$ cat src/rtl/branch_resolve_unit_pkg.sv
// Shared branch-resolution constants: default address width, sequential PC step,
// statistics counter width and the taken/not-taken encoding shared with the predictor.
package branch_resolve_unit_pkg;

  localparam int unsigned BRU_ADDR_W = 32;
  localparam int unsigned BRU_PC_INC = 4;
  localparam int unsigned BRU_STAT_W = 32;

  typedef enum logic {
    BR_NOT_TAKEN = 1'b0,
    BR_TAKEN     = 1'b1
  } br_dir_e;

endpackage

$ cat src/rtl/branch_resolve_unit_if.sv
// ID/EX branch bundle: stall and ID-stage branch info in, flush/redirect and
// predictor training out. master = pipeline side, slave = resolve unit.
interface branch_resolve_unit_if
  import branch_resolve_unit_pkg::*;
#(
  parameter int unsigned ADDR_W = BRU_ADDR_W
);

  logic              stall;
  logic              id_branch;
  logic              id_predict;
  logic [ADDR_W-1:0] id_pc;
  logic [ADDR_W-1:0] id_target;
  logic              ex_cond;
  logic              flush;
  logic [ADDR_W-1:0] redirect_pc;
  logic              taken;
  logic              taken_valid;

  modport master (
    output stall, id_branch, id_predict, id_pc, id_target, ex_cond,
    input  flush, redirect_pc, taken, taken_valid
  );

  modport slave (
    input  stall, id_branch, id_predict, id_pc, id_target, ex_cond,
    output flush, redirect_pc, taken, taken_valid
  );

endinterface

$ cat src/rtl/branch_resolve_unit_sat_counter.sv
// Saturating event counter: +1 per cycle with inc_i high, sticks at all-ones.
// Synchronous active-low reset clears it.
module bru_sat_counter
  import branch_resolve_unit_pkg::*;
#(
  parameter int unsigned WIDTH = BRU_STAT_W
) (
  input  logic             clk_i,
  input  logic             rst_i,
  input  logic             inc_i,
  output logic [WIDTH-1:0] count_o
);

  always_ff @(posedge clk_i) begin
    if (!rst_i) begin
      count_o <= '0;
    end else if (inc_i && (count_o != '1)) begin
      count_o <= count_o + WIDTH'(1);
    end
  end

endmodule

$ cat src/rtl/branch_resolve_unit.sv
// Branch resolve: holds the ID prediction into EX, flushes/redirects combinationally on mispredict,
// trains the predictor one cycle after EX. BRU_STATS_EN adds saturating branch/mispredict counters.
module branch_resolve_unit
  import branch_resolve_unit_pkg::*;
#(
  parameter int unsigned ADDR_W = BRU_ADDR_W,
  parameter int unsigned PC_INC = BRU_PC_INC
) (
  input  logic                  clk_i,
  input  logic                  rst_i,
`ifdef BRU_STATS_EN
  output logic [BRU_STAT_W-1:0] br_count_o,
  output logic [BRU_STAT_W-1:0] mispred_count_o,
`endif
  branch_resolve_unit_if.slave  bru
);

  logic              ex_valid;
  br_dir_e           ex_pred;
  logic [ADDR_W-1:0] ex_pc;
  logic [ADDR_W-1:0] ex_target;
  logic              mispredict;

  assign mispredict = ex_valid && (ex_pred != br_dir_e'(bru.ex_cond));

  // redirect_pc is forced to zero outside a flush so downstream can OR it freely
  always_comb begin
    bru.flush       = mispredict;
    bru.redirect_pc = '0;
    if (mispredict) begin
      bru.redirect_pc = (br_dir_e'(bru.ex_cond) == BR_TAKEN) ? ex_target
                                                              : ex_pc + ADDR_W'(PC_INC);
    end
  end

  // A flush squashes the wrong-path ID branch; a stall inserts a bubble
  always_ff @(posedge clk_i) begin
    if (!rst_i) begin
      ex_valid  <= 1'b0;
      ex_pred   <= BR_NOT_TAKEN;
      ex_pc     <= '0;
      ex_target <= '0;
    end else if (mispredict || bru.stall) begin
      ex_valid  <= 1'b0;
    end else begin
      ex_valid  <= bru.id_branch;
      ex_pred   <= br_dir_e'(bru.id_predict);
      ex_pc     <= bru.id_pc;
      ex_target <= bru.id_target;
    end
  end

  always_ff @(posedge clk_i) begin
    if (!rst_i) begin
      bru.taken_valid <= 1'b0;
      bru.taken       <= 1'b0;
    end else begin
      bru.taken_valid <= ex_valid;
      if (ex_valid) begin
        bru.taken <= bru.ex_cond;
      end
    end
  end

`ifdef BRU_STATS_EN
  bru_sat_counter #(.WIDTH(BRU_STAT_W)) u_br_count (
    .clk_i   (clk_i),
    .rst_i   (rst_i),
    .inc_i   (bru.taken_valid),
    .count_o (br_count_o)
  );

  bru_sat_counter #(.WIDTH(BRU_STAT_W)) u_mispred_count (
    .clk_i   (clk_i),
    .rst_i   (rst_i),
    .inc_i   (mispredict),
    .count_o (mispred_count_o)
  );
`endif

endmodule
$ cat src/flat_wrapper.sv
// flat-port wrapper written by rule: the top's interface ports become plain ports
module branch_resolve_unit_flat import branch_resolve_unit_pkg::*;
#(
  parameter int unsigned ADDR_W = BRU_ADDR_W,
  parameter int unsigned PC_INC = BRU_PC_INC
)
  (clk_i, rst_i, bru_stall, bru_id_branch, bru_id_predict, bru_id_pc, bru_id_target, bru_ex_cond, bru_flush, bru_redirect_pc, bru_taken, bru_taken_valid);
  branch_resolve_unit_if #(.ADDR_W(ADDR_W)) bru_i ();
  input  logic clk_i;
  input  logic rst_i;
  input wire logic [$bits(bru_i.stall)-1:0] bru_stall;
  input wire logic [$bits(bru_i.id_branch)-1:0] bru_id_branch;
  input wire logic [$bits(bru_i.id_predict)-1:0] bru_id_predict;
  input wire logic [$bits(bru_i.id_pc)-1:0] bru_id_pc;
  input wire logic [$bits(bru_i.id_target)-1:0] bru_id_target;
  input wire logic [$bits(bru_i.ex_cond)-1:0] bru_ex_cond;
  output wire logic [$bits(bru_i.flush)-1:0] bru_flush;
  output wire logic [$bits(bru_i.redirect_pc)-1:0] bru_redirect_pc;
  output wire logic [$bits(bru_i.taken)-1:0] bru_taken;
  output wire logic [$bits(bru_i.taken_valid)-1:0] bru_taken_valid;
  assign bru_i.stall = bru_stall;
  assign bru_i.id_branch = bru_id_branch;
  assign bru_i.id_predict = bru_id_predict;
  assign bru_i.id_pc = bru_id_pc;
  assign bru_i.id_target = bru_id_target;
  assign bru_i.ex_cond = bru_ex_cond;
  assign bru_flush = bru_i.flush;
  assign bru_redirect_pc = bru_i.redirect_pc;
  assign bru_taken = bru_i.taken;
  assign bru_taken_valid = bru_i.taken_valid;
  branch_resolve_unit #(.ADDR_W(ADDR_W), .PC_INC(PC_INC)) u_core (.clk_i(clk_i), .rst_i(rst_i), .bru(bru_i));
endmodule
$ cat config.mk
export PLATFORM = sky130hd
export DESIGN_NAME = branch_resolve_unit_flat
export DESIGN_NICKNAME = d
export VERILOG_FILES = /design/src/rtl/branch_resolve_unit_pkg.sv /design/src/rtl/branch_resolve_unit_if.sv /design/src/rtl/branch_resolve_unit_sat_counter.sv /design/src/rtl/branch_resolve_unit.sv /design/src/flat_wrapper.sv
export SDC_FILE = /design/constraint.sdc
export NUM_CORES = 1
export LEC_CHECK = 0
export CAP_MARGIN = 20
export CELL_PAD_IN_SITES_DETAIL_PLACEMENT = 1
export CELL_PAD_IN_SITES_GLOBAL_PLACEMENT = 1
export CORE_AREA = 2 2 122 89
export CTS_CLUSTER_DIAMETER = 100
export CTS_CLUSTER_SIZE = 16
export DETAILED_ROUTE_END_ITERATION = 12
export DIE_AREA = 0 0 124 91
export DONT_BUFFER_PORTS = 1
export GPL_ROUTABILITY_DRIVEN = 0
export GPL_TIMING_DRIVEN = 1
export PLACE_DENSITY = 0.71
export SLEW_MARGIN = 40
export SYNTH_ARGS = -nofsm -noshare
export SYNTH_HDL_FRONTEND = slang
export SYNTH_SLANG_ARGS = --single-unit
$ cat constraint.sdc
create_clock -name clk_i -period 1.76 [get_ports clk_i]
set_input_delay 0.352 -clock clk_i [delete_from_list [all_inputs] [get_ports clk_i]]
set_output_delay 0.352 -clock clk_i [all_outputs]
set_load 0.03 [all_outputs]
# After elaboration in Yosys (flattened, before gate mapping)
# Index checks and enable logic that the tools add are counted.
# W data, S select, Z words.
[word_totals]
out_inout_bits = 35
memories = 0
elab_cells = 14
inputBits = 70
ff_bits = 68
rom_bits = 0
ramBits = 0
latch_bits = 0
[classes]
n_div = 0
bitwise_logic = 1
n_mul = 0
order_cmp = 0
n_mux = 2
eq_ne = 1
n_addsub = 1
shifts = 0
n_reduce_logical = 3
[op_table]
columns = ["op", "n"]
rows = [
  ["$mux W32", 2],
  ["$add A32 B3 Y32 const B", 1],
  ["$reduce_or A2 Y1", 1],
  ["$logic_and A1 B1 Y1", 1],
  ["$logic_or A1 B1 Y1", 1],
  ["$ne A1 B1 Y1", 1],
  ["$not A1 Y1", 1],
]

# Longest topological paths before layout
[logic_depth]
word_depth = 4
mapped_depth = 8
mapped_depth_nobuf = 6

# Least setup slack after synthesis
# No wires, ideal clock.
[synth_timing]
path_kind = "register to output"
start = "register u_core.ex_pc[2]"
end = "output bru_redirect_pc[28]"
stages_incl_launch_ff = 8
path_slack_ps = -728
t_arrival_ps = 2136
t_required_ps = 1408
path_buffers = 1
path_cell_list = "dfxtp_1 -> ha_1 -> and3_2 -> buf_6 -> nor4b_4 -> nand4_2 -> xor2_1 -> a211oi_1"
[synth_via]
elab_chain_len = 3
[synth_lines]
columns = ["element", "line_no", "rtl"]
rows = [
  ["from (decl)", "branch_resolve_unit.sv:20", "logic [ADDR_W-1:0] ex_pc;"],
  ["from (signal assigned)", "branch_resolve_unit.sv:48", "ex_pc <= bru.id_pc;"],
  ["$add A32 B3 Y32", "branch_resolve_unit.sv:32", ": ex_pc + ADDR_W'(PC_INC);"],
  ["$mux W32", "branch_resolve_unit.sv:31", "bru.redirect_pc = (br_dir_e'(bru.ex_cond) == BR_TAKEN) ? ex_target"],
  ["$mux W32", "branch_resolve_unit.sv:30", "if (mispredict) begin"],
  ["to (decl)", "flat_wrapper.sv:18", "output wire logic [$bits(bru_i.redirect_pc)-1:0] bru_redirect_pc;"],
]
# No other way between the ends.

# Worst setup path after layout
[layout_timing]
start = "register u_core.ex_pc[3]"
end = "output bru_redirect_pc[28]"
# The elaborated chain is that of the path after synthesis.

==> impl_metrics.env <==
export IMPL_status="finished with violations"
export IMPL_violations="negative setup slack"
export IMPL_design_area_sq_um=5533
export IMPL_port_buffers=0
export IMPL_setup_worst_path_start_class="register"
export IMPL_slew_viol_final=0
export IMPL_worst_pin_slew_ns=0.3853
export IMPL_dp_cells=641
export IMPL_finalWorstSetupSlack_ns=-0.7609
export IMPL_ff_latch_area_sq_um=1393
export IMPL_n_antenna_cell=0
export IMPL_r2r_cells=8
export IMPL_p_seq_frac=0.422
export IMPL_slew_headroom=0.7404
export IMPL_cts_hold_buf=0
export IMPL_pin_count=105
export IMPL_min_path_type="input pin to register"
export IMPL_routed_wl_microns=13440
export IMPL_power_switching_mw=1.091
export IMPL_cts_max_level=3
export IMPL_drc_errors=0
export IMPL_place_area_sq_um=4584
export IMPL_syn_inst=460
export IMPL_grt_max_degree=69
export IMPL_switching_share=0.2708
export IMPL_mostFrequentLayoutCells="nand2_1, a21boi_0, dfxtp_1, buf_4, buf_6"
export IMPL_clk_latency_ns=0.34
export IMPL_syn2layout_area_growth_pct=55.76
export IMPL_dp_worst_setup_slack_ns=-0.4159
export IMPL_ys_seq_elements=68
export IMPL_power_frac_comb=0.141
export IMPL_fp_dieH_microns=91
export IMPL_num_vias=3631
export IMPL_fin_crit_ns=2.521
export IMPL_nets=615
export IMPL_cp_end_kind="primary output"
export IMPL_die_width_microns=124
export IMPL_cp_max_fo=3
export IMPL_clockRootBuffer="clkbuf_16"
export IMPL_synth_largest_area_cell="dfxtp_1"
export IMPL_drive_gt1_frac=0.3978
export IMPL_synth_area_leaders="dfxtp_1, nand2_1, a21boi_0"
export IMPL_drt_iter0_markers=185
export IMPL_drt_pass1_iter_count=4
export IMPL_wl_per_cell_microns=19.76
export IMPL_clockBufferDepth=2
export IMPL_r2r_end="u_core.ex_pc[3]$_SDFFE_PN0N_"
export IMPL_grt_pass1_wl_microns=20030
export IMPL_startpoint="u_core.ex_pc[3]$_SDFFE_PN0N_"
export IMPL_ir_drop_v=0.0005315
export IMPL_dp_hpwl_microns=8554
export IMPL_hold_viol_final=0
export IMPL_fillers=1137
export IMPL_start_util=0.3522
export IMPL_crit_required_ns=1.41
export IMPL_setup_tns_final_ns=-15.78
export IMPL_synth_nets=531
export IMPL_clock_sinks=68
export IMPL_clk_pin_slew_worst_paths_ns=0.06
export IMPL_synth_top_area_share=0.3832
export IMPL_synthesis_area_sq_um=3552
export IMPL_setup_viol=32
export IMPL_endpoint="bru_redirect_pc[28]"
export IMPL_core_area_sq_um=10080
export IMPL_rr_startpoint="u_core.ex_pred$_SDFFE_PN0N_"
export IMPL_fin_crit_sh=1.432
export IMPL_postRouteAntennaNets=0
export IMPL_worstSetupPathType="register to primary output"
export IMPL_track_usage=0.2320
export IMPL_ys_warn_count=0
export IMPL_clock_skew_ns=0.009901
export IMPL_ys_seq_area_frac=0.3832
export IMPL_grt_ovfl_total=0
export IMPL_final_cells=680
export IMPL_final_common_cell="nand2_1"
export IMPL_multi_input_area_sq_um=2565
export IMPL_cp_arrival_ns=2.17
export IMPL_num_rows=31
export IMPL_reg2reg_slack_ns=0.06
export IMPL_p_clk_frac=0.437
export IMPL_grt_pass1_vias=3849
export IMPL_intPower_mw=2.937
export IMPL_cts_tree="built"
export IMPL_cts_made_buffers=9
export IMPL_synth_cell_types=36
export IMPL_fmax_ghz=0.3967
export IMPL_viasPerCell=5.340
export IMPL_syn_avg_cell_area_sq_um=7.722
export IMPL_dieArea_sq_um=11280
export IMPL_grt_setup_unrepaired="true"
export IMPL_antenna_found_initial=0
export IMPL_cap_violations=0
export IMPL_p_leak_nw=2.130
export IMPL_powerDensity_nw_per_um2=728.0
layer usage:
metal  part of all wire  GRT usage  vias up
li1                   -          -     1691
met1               0.40     0.2696     1794
met2               0.52     0.4093      113
met3              0.052    0.06595       33
met4              0.027    0.07116        0
met5                  0          0        -
registers in the layout, summed over array words and instances (netlist names):
signal / cells
u_core.ex_pc: 32
u_core.ex_target: 32
u_core.bru.taken: 1
u_core.bru.taken_valid: 1
u_core.ex_pred: 1
u_core.ex_valid: 1
logic make-up after synthesis:
logic type / share of synthesized area
compound gates: 0.1958
xor+xnor: 0.06411
fa+ha+maj: 0.003522
buf+inv: 0.05072
flops: 0.3832
mux: 0.01691
simple gates: 0.2857
power by group through the flow:
stage / Clock [mW] / Combinational, mW / Sequential [mW]
6_report: 1.76 / 0.570 / 1.70
5_1_grt: 1.86 / 0.615 / 1.71
4_1_cts: 1.78 / 0.535 / 1.70
3_5_place_dp: 0 / 0.493 / 1.73
3_3_place_gp: 0 / 0.476 / 1.72
2_1_floorplan: 0 / 0.323 / 1.73
final cells by class:
cell class / instances / area share
multi-input combinational: 354 / 0.4636
sequential: 68 / 0.2517
timing repair buffer: 107 / 0.1999
clock buffer: 11 / 0.04772
tap: 132 / 0.02985
clock inverter: 4 / 0.004071
inverter: 4 / 0.003166
worst min path at each step:
stage | cells past startpoint | end | slack (ns) | start
finish | 2 | u_core.ex_target[30]$_SDFFE_PN0N_ | 0.16 | bru_id_target[30]
global route | 2 | u_core.ex_pred$_SDFFE_PN0N_ | 0.16 | bru_id_predict
CTS | 2 | u_core.ex_pc[6]$_SDFFE_PN0N_ | 0.15 | bru_id_pc[6]
detailed placement | 2 | u_core.ex_target[12]$_SDFFE_PN0N_ | 0.46 | u_core.ex_target[12]$_SDFFE_PN0N_
global placement | 2 | u_core.ex_target[16]$_SDFFE_PN0N_ | 0.45 | u_core.ex_target[16]$_SDFFE_PN0N_
floorplan | 2 | u_core.ex_target[11]$_SDFFE_PN0N_ | 0.44 | u_core.ex_target[11]$_SDFFE_PN0N_
synthesized netlist by cell type:
master / number
clkbuf_8: 1
nor4_4: 1
nor3_1: 5
buf_2: 4
a211oi_2: 1
nand4_4: 1
nand3_1: 12
nand4_2: 2
and3_1: 5
a21boi_0: 65
and3_2: 2
ha_1: 1
clkbuf_4: 1
buf_6: 2
and2_1: 1
and4_1: 3
nand4_1: 10
nor3b_1: 6
nand2_1: 144
nor4b_1: 1
nor4b_4: 1
clkinv_1: 1
a211oi_1: 8
nand2b_1: 1
a21oi_1: 15
buf_4: 1
dfxtp_1: 68
inv_1: 3
mux2i_1: 6
clkbuf_1: 18
nor2_1: 24
buf_1: 7
nor2b_1: 1
xnor2_1: 9
o21ai_0: 12
xor2_1: 17
worst max-delay path, cell delays in order (launching register included):
cell	delay (ns)
dfxtp_4	0.38
ha_4	0.13
and3_4	0.19
nor4b_4	0.30
buf_4	0.19
nand4_4	0.10
xor2_2	0.17
a211oi_4	0.21
buf_6	0.16
through the flow:
step | utilization | power, mW | hold WS [ns]
finish | 0.5486 | 4.028 | 0.1565
detailed placement | 0.4546 | 2.222 | 0.4561
CTS | 0.5258 | 4.013 | 0.1504
floorplan | - | 2.052 | 0.4399
global route | 0.5486 | 4.179 | 0.1565
global placement | 0.4546 | 2.197 | 0.4486
timing repair:
action	CTS	global route
setup endpoints to repair	33	34
gates resized for setup	81	34
pin swaps	32	33
gates cloned	0	0
buffers inserted	14	13
Power figures use the tool's default switching activity.
